File: config.mk
export PLATFORM = sky130hd
export DESIGN_NAME = pulse_transmitter_multi_timer_flat
export DESIGN_NICKNAME = d
export VERILOG_FILES = /design/src/rtl/pulse_transmitter_timer_pkg.sv /design/src/rtl/pulse_transmitter_multi_timer_if.sv /design/src/rtl/pulse_transmitter_timer_channel.sv /design/src/rtl/pulse_transmitter_multi_timer.sv /design/src/flat_wrapper.sv
export SDC_FILE = /design/constraint.sdc
export NUM_CORES = 1
export LEC_CHECK = 0
export CORE_ASPECT_RATIO = 1.2
export CORE_MARGIN = 4
export CORE_UTILIZATION = 35
export CTS_BUF_LIST = sky130_fd_sc_hd__clkbuf_2 sky130_fd_sc_hd__clkbuf_4 sky130_fd_sc_hd__clkbuf_8
export CTS_CLUSTER_SIZE = 12
export DETAILED_ROUTE_END_ITERATION = 7
export PLACE_DENSITY = 0.57
export SYNTH_ARGS = -nofsm -noshare
export SYNTH_HDL_FRONTEND = slang
export SYNTH_SLANG_ARGS = --single-unit
File: constraint.sdc
create_clock -name clk -period 8.4 [get_ports clk]
set_clock_uncertainty 0.15 [all_clocks]
set_input_delay 0.84 -clock clk [delete_from_list [all_inputs] [get_ports clk]]
set_output_delay 0.84 -clock clk [all_outputs]
set_load 0.01 [all_outputs]
File: src/rtl/pulse_transmitter_timer_pkg.sv
// Shared types and width helpers for the multi-channel pulse transmitter timer.
// Readback option: PULSE_TRANSMITTER_TIMER_READBACK_EN.
package pulse_transmitter_timer_pkg;

   typedef enum logic [1:0] {
      TMR_IDLE = 2'd0,
      TMR_RUN  = 2'd1,
      TMR_DONE = 2'd2
   } tmr_state_t;

   // The prescaler field holds a shift of 0 .. PRESCALER_WIDTH-1.
   function automatic int calc_psw(input int prescaler_width);
      return (prescaler_width > 1) ? $clog2(prescaler_width) : 1;
   endfunction

   // Counter width: (2^TW) << (PRESCALER_WIDTH-1) - 1 always fits.
   function automatic int calc_cw(input int timer_width, input int prescaler_width);
      return timer_width + prescaler_width;
   endfunction

   function automatic int calc_selw(input int num_channels);
      return (num_channels > 1) ? $clog2(num_channels) : 1;
   endfunction

endpackage

File: src/rtl/pulse_transmitter_multi_timer_if.sv
// Bundle of per-channel control/status buses for the multi-channel timer.
// PULSE_TRANSMITTER_TIMER_READBACK_EN adds rd_sel / rd_count.
interface pulse_transmitter_multi_timer_if
   import pulse_transmitter_timer_pkg::*;
#(
   parameter int NUM_CHANNELS    = 4,
   parameter int PRESCALER_WIDTH = 16,
   parameter int TIMER_WIDTH     = 8
) ();
   localparam int PSW = calc_psw(PRESCALER_WIDTH);

   logic [NUM_CHANNELS-1:0]             en;
   logic [NUM_CHANNELS-1:0]             one_shot;
   logic [NUM_CHANNELS-1:0]             restart;
   logic [NUM_CHANNELS*PSW-1:0]         prescaler;
   logic [NUM_CHANNELS*TIMER_WIDTH-1:0] duration;
   logic [NUM_CHANNELS-1:0]             pulse_out;
   logic [NUM_CHANNELS-1:0]             busy;
   logic [NUM_CHANNELS-1:0]             done;

`ifdef PULSE_TRANSMITTER_TIMER_READBACK_EN
   localparam int CW   = calc_cw(TIMER_WIDTH, PRESCALER_WIDTH);
   localparam int SELW = calc_selw(NUM_CHANNELS);
   logic [SELW-1:0] rd_sel;
   logic [CW-1:0]   rd_count;

   modport master (output en, one_shot, restart, prescaler, duration, rd_sel,
                   input  pulse_out, busy, done, rd_count);
   modport slave  (input  en, one_shot, restart, prescaler, duration, rd_sel,
                   output pulse_out, busy, done, rd_count);
`else
   modport master (output en, one_shot, restart, prescaler, duration,
                   input  pulse_out, busy, done);
   modport slave  (input  en, one_shot, restart, prescaler, duration,
                   output pulse_out, busy, done);
`endif
endinterface

File: src/rtl/pulse_transmitter_timer_channel.sv
// One countdown timer channel: IDLE/RUN/DONE FSM, counter and load computation.
// PULSE_TRANSMITTER_TIMER_READBACK_EN exposes the live counter.
module pulse_transmitter_timer_channel
   import pulse_transmitter_timer_pkg::*;
#(
   parameter int PRESCALER_WIDTH = 16,
   parameter int TIMER_WIDTH     = 8,
   localparam int PSW = calc_psw(PRESCALER_WIDTH),
   localparam int CW  = calc_cw(TIMER_WIDTH, PRESCALER_WIDTH)
) (
   input  logic                   clk,
   input  logic                   rst,
   input  logic                   i_en,
   input  logic                   i_one_shot,
   input  logic                   i_restart,
   input  logic [PSW-1:0]         i_prescaler,
   input  logic [TIMER_WIDTH-1:0] i_duration,
   output logic                   o_pulse,
   output logic                   o_busy,
   output logic                   o_done
`ifdef PULSE_TRANSMITTER_TIMER_READBACK_EN
   ,
   output logic [CW-1:0]          o_count
`endif
);
   tmr_state_t    r_state;
   logic [CW-1:0] r_count;
   logic          r_pulse;
   logic          r_busy;
   logic          r_done;
   logic [CW-1:0] w_load;

   assign w_load = ((CW'(i_duration) + CW'(1)) << i_prescaler) - CW'(1);

   always_ff @(posedge clk or posedge rst) begin
      if (rst) begin
         r_state <= TMR_IDLE;
         r_count <= '0;
         r_pulse <= 1'b0;
         r_busy  <= 1'b0;
         r_done  <= 1'b0;
      end else begin
         r_pulse <= 1'b0;
         case (r_state)
            TMR_IDLE: begin
               if (i_en) begin
                  r_state <= TMR_RUN;
                  r_count <= w_load;
                  r_busy  <= 1'b1;
               end
            end
            TMR_RUN: begin
               // Disable beats restart, restart beats expiry.
               if (!i_en) begin
                  r_state <= TMR_IDLE;
                  r_count <= '0;
                  r_busy  <= 1'b0;
               end else if (i_restart) begin
                  r_count <= w_load;
               end else if (r_count != '0) begin
                  r_count <= r_count - CW'(1);
               end else begin
                  r_pulse <= 1'b1;
                  if (i_one_shot) begin
                     r_state <= TMR_DONE;
                     r_busy  <= 1'b0;
                     r_done  <= 1'b1;
                  end else begin
                     r_count <= w_load;
                  end
               end
            end
            TMR_DONE: begin
               if (!i_en) begin
                  r_state <= TMR_IDLE;
                  r_done  <= 1'b0;
               end else if (i_restart) begin
                  r_state <= TMR_RUN;
                  r_count <= w_load;
                  r_busy  <= 1'b1;
                  r_done  <= 1'b0;
               end
            end
            default: begin
               r_state <= TMR_IDLE;
               r_count <= '0;
               r_busy  <= 1'b0;
               r_done  <= 1'b0;
            end
         endcase
      end
   end

   assign o_pulse = r_pulse;
   assign o_busy  = r_busy;
   assign o_done  = r_done;
`ifdef PULSE_TRANSMITTER_TIMER_READBACK_EN
   assign o_count = r_count;
`endif
endmodule

File: src/rtl/pulse_transmitter_multi_timer.sv
// NUM_CHANNELS independent countdown timers with a registered 1-cycle tick each.
// PULSE_TRANSMITTER_TIMER_READBACK_EN adds a selectable live-counter readback.
module pulse_transmitter_multi_timer
   import pulse_transmitter_timer_pkg::*;
#(
   parameter int NUM_CHANNELS    = 4,
   parameter int PRESCALER_WIDTH = 16,
   parameter int TIMER_WIDTH     = 8
) (
   input  logic clk,
   input  logic sys_rst,
   pulse_transmitter_multi_timer_if.slave bus
);
   localparam int PSW = calc_psw(PRESCALER_WIDTH);

`ifdef PULSE_TRANSMITTER_TIMER_READBACK_EN
   localparam int CW = calc_cw(TIMER_WIDTH, PRESCALER_WIDTH);
   logic [CW-1:0] w_count [NUM_CHANNELS];
`endif

   generate
      for (genvar gi = 0; gi < NUM_CHANNELS; gi++) begin : g_ch
         pulse_transmitter_timer_channel #(
            .PRESCALER_WIDTH (PRESCALER_WIDTH),
            .TIMER_WIDTH     (TIMER_WIDTH)
         ) u_ch (
            .clk         (clk),
            .rst         (sys_rst),
            .i_en        (bus.en[gi]),
            .i_one_shot  (bus.one_shot[gi]),
            .i_restart   (bus.restart[gi]),
            .i_prescaler (bus.prescaler[gi*PSW +: PSW]),
            .i_duration  (bus.duration[gi*TIMER_WIDTH +: TIMER_WIDTH]),
            .o_pulse     (bus.pulse_out[gi]),
            .o_busy      (bus.busy[gi]),
            .o_done      (bus.done[gi])
`ifdef PULSE_TRANSMITTER_TIMER_READBACK_EN
            ,
            .o_count     (w_count[gi])
`endif
         );
      end
   endgenerate

`ifdef PULSE_TRANSMITTER_TIMER_READBACK_EN
   // Out-of-range selects match no channel and read back zero.
   always_comb begin
      bus.rd_count = '0;
      for (int i = 0; i < NUM_CHANNELS; i++) begin
         if (int'(bus.rd_sel) == i) bus.rd_count = w_count[i];
      end
   end
`endif
endmodule

File: src/flat_wrapper.sv
// flat-port wrapper written by rule: the top's interface ports become plain ports
module pulse_transmitter_multi_timer_flat import pulse_transmitter_timer_pkg::*;
#(
   parameter int NUM_CHANNELS    = 4,
   parameter int PRESCALER_WIDTH = 16,
   parameter int TIMER_WIDTH     = 8
)
  (clk, sys_rst, bus_en, bus_one_shot, bus_restart, bus_prescaler, bus_duration, bus_pulse_out, bus_busy, bus_done);
  pulse_transmitter_multi_timer_if #(.NUM_CHANNELS(NUM_CHANNELS), .PRESCALER_WIDTH(PRESCALER_WIDTH), .TIMER_WIDTH(TIMER_WIDTH)) bus_i ();
  input  logic clk;
  input  logic sys_rst;
  input wire logic [$bits(bus_i.en)-1:0] bus_en;
  input wire logic [$bits(bus_i.one_shot)-1:0] bus_one_shot;
  input wire logic [$bits(bus_i.restart)-1:0] bus_restart;
  input wire logic [$bits(bus_i.prescaler)-1:0] bus_prescaler;
  input wire logic [$bits(bus_i.duration)-1:0] bus_duration;
  output wire logic [$bits(bus_i.pulse_out)-1:0] bus_pulse_out;
  output wire logic [$bits(bus_i.busy)-1:0] bus_busy;
  output wire logic [$bits(bus_i.done)-1:0] bus_done;
  assign bus_i.en = bus_en;
  assign bus_i.one_shot = bus_one_shot;
  assign bus_i.restart = bus_restart;
  assign bus_i.prescaler = bus_prescaler;
  assign bus_i.duration = bus_duration;
  assign bus_pulse_out = bus_i.pulse_out;
  assign bus_busy = bus_i.busy;
  assign bus_done = bus_i.done;
  pulse_transmitter_multi_timer #(.NUM_CHANNELS(NUM_CHANNELS), .PRESCALER_WIDTH(PRESCALER_WIDTH), .TIMER_WIDTH(TIMER_WIDTH)) u_core (.clk(clk), .sys_rst(sys_rst), .bus(bus_i));
endmodule
==> metrics.yaml <==
clock_tree:
  ctsRootBufferMaster: "clkbuf_8"
  cts_buffer_depth: 2
  insertion_delay_ps: 480
  cts_sinks: 116
  cts_resized: 0
  cts_setup_buffers: 0
  hold_buffers: 0
  htreeDepth: 4
  cts_tree: "yes"
  clk_pin_slew_ps: 70
  numCtsBuffers: 17
global_routing:
  grt_max_degree: 66
  grt_pass1_wl_um: 70400
  grt_pass1_vias: 13975
  grt_antenna_before_repair: 1
  grt_overflow: 0
  grtUsageTotal_pct: 19.6
power_and_ir_drop:
  p_per_area_mw_per_mm2: 157
  finalPower_mw: 2.33
  p_leak_nw: 5.69
  peakVddDrop_uv: 81.0
worst_setup_path:
  slowest_delay_ps: 780
  cpMostUsedCell: "or4_4"
  critPathLaunchType: "input port"
  critPathKind: "in -> reg"
  critPathCaptureType: "flop"
  arrival_ps: 5400
  worst_ep_required_time_ps: 8620
  crit_fanout: 14
  path_cells: "clkdlybuf4s50_1 -> ha_1 -> and3_1 -> mux2i_1 -> nor4_1 -> o41ai_1 -> o211ai_1 -> or4_4 -> or4_4 -> nor2b_4 -> a211o_1 -> a211oi_2 -> a221o_1"
  cp_top_family: "simple AND/OR/NAND/NOR gates"
  cp_slowest_cell: "clkdlybuf4s50_1"
  critPathBufInv: 1
status:
  status: "finished, final reports clean"
floorplan:
  core_mm2: 0.0381
  start_util_pct: 35.7
  io_pins: 74
  rows: 78
  die_area_mm2: 0.0420
  dieHeight_um: 224
  die_w_um: 188
synth:
  synth_cell_type_count: 81
  synth.top_cell.area_share_pct: 21.4
  syn_area_mm2: 0.0136
  avgSynthCellArea_um2: 6.89
  synth-async-reset-ratio_pct: 100
  synthTopCellsByArea: "dfrtp_1 21%, o21ai_0 7.6%, nand2_1 6.5%, a21oi_1 6.1%, nor2_1 5.3%"
  synth_most_common_cell: "nand2_1"
  synth_nets: 2048
  yosys_warnings: 0
  synth_top_area_cell: "dfrtp_1"
  synth_ff_type: "dfrtp_1"
  yosys-top-cells-count: "235 x nand2_1, 207 x o21ai_0, 191 x nor2_1, 165 x a21oi_1, 116 x dfrtp_1"
  ys_seq_elements: 116
  postSynthCellCount: 1970
  synth-edff-count: 0
  seq_area_frac_synth_pct: 21.4
timing:
  finalCritPeriodShare_pct: 61.7
  tightest_slew_ps: 1120
  hold_violations: 0
  fmax_mhz: 193
  fin_crit_ps: 5180
  max_slew_margin_pct: 24.8
  finalMaxSlewViolations: 0
  rsz0062_at_grt: "no"
  setup_viol: 0
  finalSetupTns_ps: 0
routing:
  drc: 0
  wire_per_inst_um: 17.3
  vias: 14668
  ant_nets: 0
  drt_iter0_drc: 1052
  vias_per_cell: 6.01
  dr.pass1.iters: 5
  routed_wirelength_um: 42300
cells_and_area:
  nets: 2022
  area_growth_pct: 9.36
  drive_gt1_share_pct: 4.29
  stdcell_area_mm2: 0.0148
placed_design:
  dpl.hpwl_um: 31500
  portBuffers: 73
  placed_area_mm2: 0.0144
  gp_congestion: 0.948
worst_hold_path:
  min_path_type: "reg -> reg"
job:
  max-cap-violations: 0
metrics by stage:
| stage | setup slack, ps | instances | utilization (%) | hold slack (ps) |
|---|---|---|---|---|
| after CTS | 3340 | 2437 | 39.0 | 339 |
| after global routing | 2970 | 2438 | 39.0 | 373 |
| after global placement | 2880 | 2405 | 37.9 | 314 |
| after floorplan | 4050 | 1970 | - | 292 |
| final | 3220 | 2439 | 39.0 | 334 |
| after detailed placement | 2810 | 2405 | 37.9 | 319 |
final timing paths:
| kind | to | slack, ps | cells past startpoint | from |
|---|---|---|---|---|
| max | u_core.g_ch[1].u_ch.r_count[21] | 3220 | 13 | bus_duration[8] |
| min | u_core.g_ch[3].u_ch.r_count[6] | 330 | 2 | u_core.g_ch[3].u_ch.r_count[6] |
| max reg2reg | u_core.g_ch[1].u_ch.r_count[14] | 4070 | 10 | u_core.g_ch[1].u_ch.r_count[4] |
| min reg2reg | u_core.g_ch[3].u_ch.r_count[6] | 330 | 2 | u_core.g_ch[3].u_ch.r_count[6] |
| max in group asynchronous | u_core.g_ch[2].u_ch.r_state[0] | 6150 | 3 | sys_rst |
| min in group asynchronous | u_core.g_ch[0].u_ch.r_count[22] | 740 | 2 | sys_rst |
power breakdown:
group          total (mW)  switching [mW]  internal, mW
combinational       0.968           0.597         0.371
sequential          0.807           0.137         0.669
clock               0.553           0.255         0.298
placed cells by master, fill, tap and decap left out, types with 21 or more instances in the layout:
cell	count
o21ai_0	207
xor2_1	53
dfrtp_1	116
o211ai_1	27
inv_1	55
and3_1	24
nand3_1	63
nor3_1	84
nor2_1	191
nand2b_1	31
a211oi_1	23
nor4_1	40
xnor2_1	77
nand2_1	235
o22ai_1	29
clkdlybuf4s50_1	73
a21oi_1	165
or3_1	21
state kept, by name, indices dropped and copies added, names as in the netlist:
name,cells
u_core.g_ch.u_ch.o_pulse,4
u_core.g_ch.u_ch.r_state,8
u_core.g_ch.u_ch.r_count,96
u_core.g_ch.u_ch.o_busy,4
u_core.g_ch.u_ch.o_done,4
worst min-delay path, cell delays in order, from the launching register on:
cell,delay [ps]
dfrtp_1,350
nand2_1,40
o21ai_0,60
per-layer routing:
layer	track usage [%]	vias up	wire [um]
met5	0	-	0
met4	7.51	0	1150
met3	2.71	85	1650
met2	34.1	362	20700
met1	24.7	7010	18800
li1	-	7211	-
layout make-up:
type	count	area [um2]
Fill cell	4095	23200
Tap cell	480	601
Sequential cell	116	2900
Antenna cell	2	5.00
Timing Repair Buffer	80	783
Clock buffer	18	248
Inverter	62	235
Multi-Input combinational cell	1667	9910
Clock inverter	14	161
cells by family (layout without fill, tap and decap cells):
family | after synthesis | in the layout | share of synthesized area, %
AOI/OAI and AO/OA | 673 | 673 | 31.4
xor gates and xnor gates | 130 | 130 | 8.39
adders and majority gates | 16 | 16 | 1.47
buffers and inverters | 187 | 174 | 5.68
DFF | 116 | 116 | 21.4
muxes | 26 | 26 | 2.09
other | 0 | 2 | 0
and+or+nand+nor | 822 | 822 | 29.6
Power figures use the tool's default switching activity.
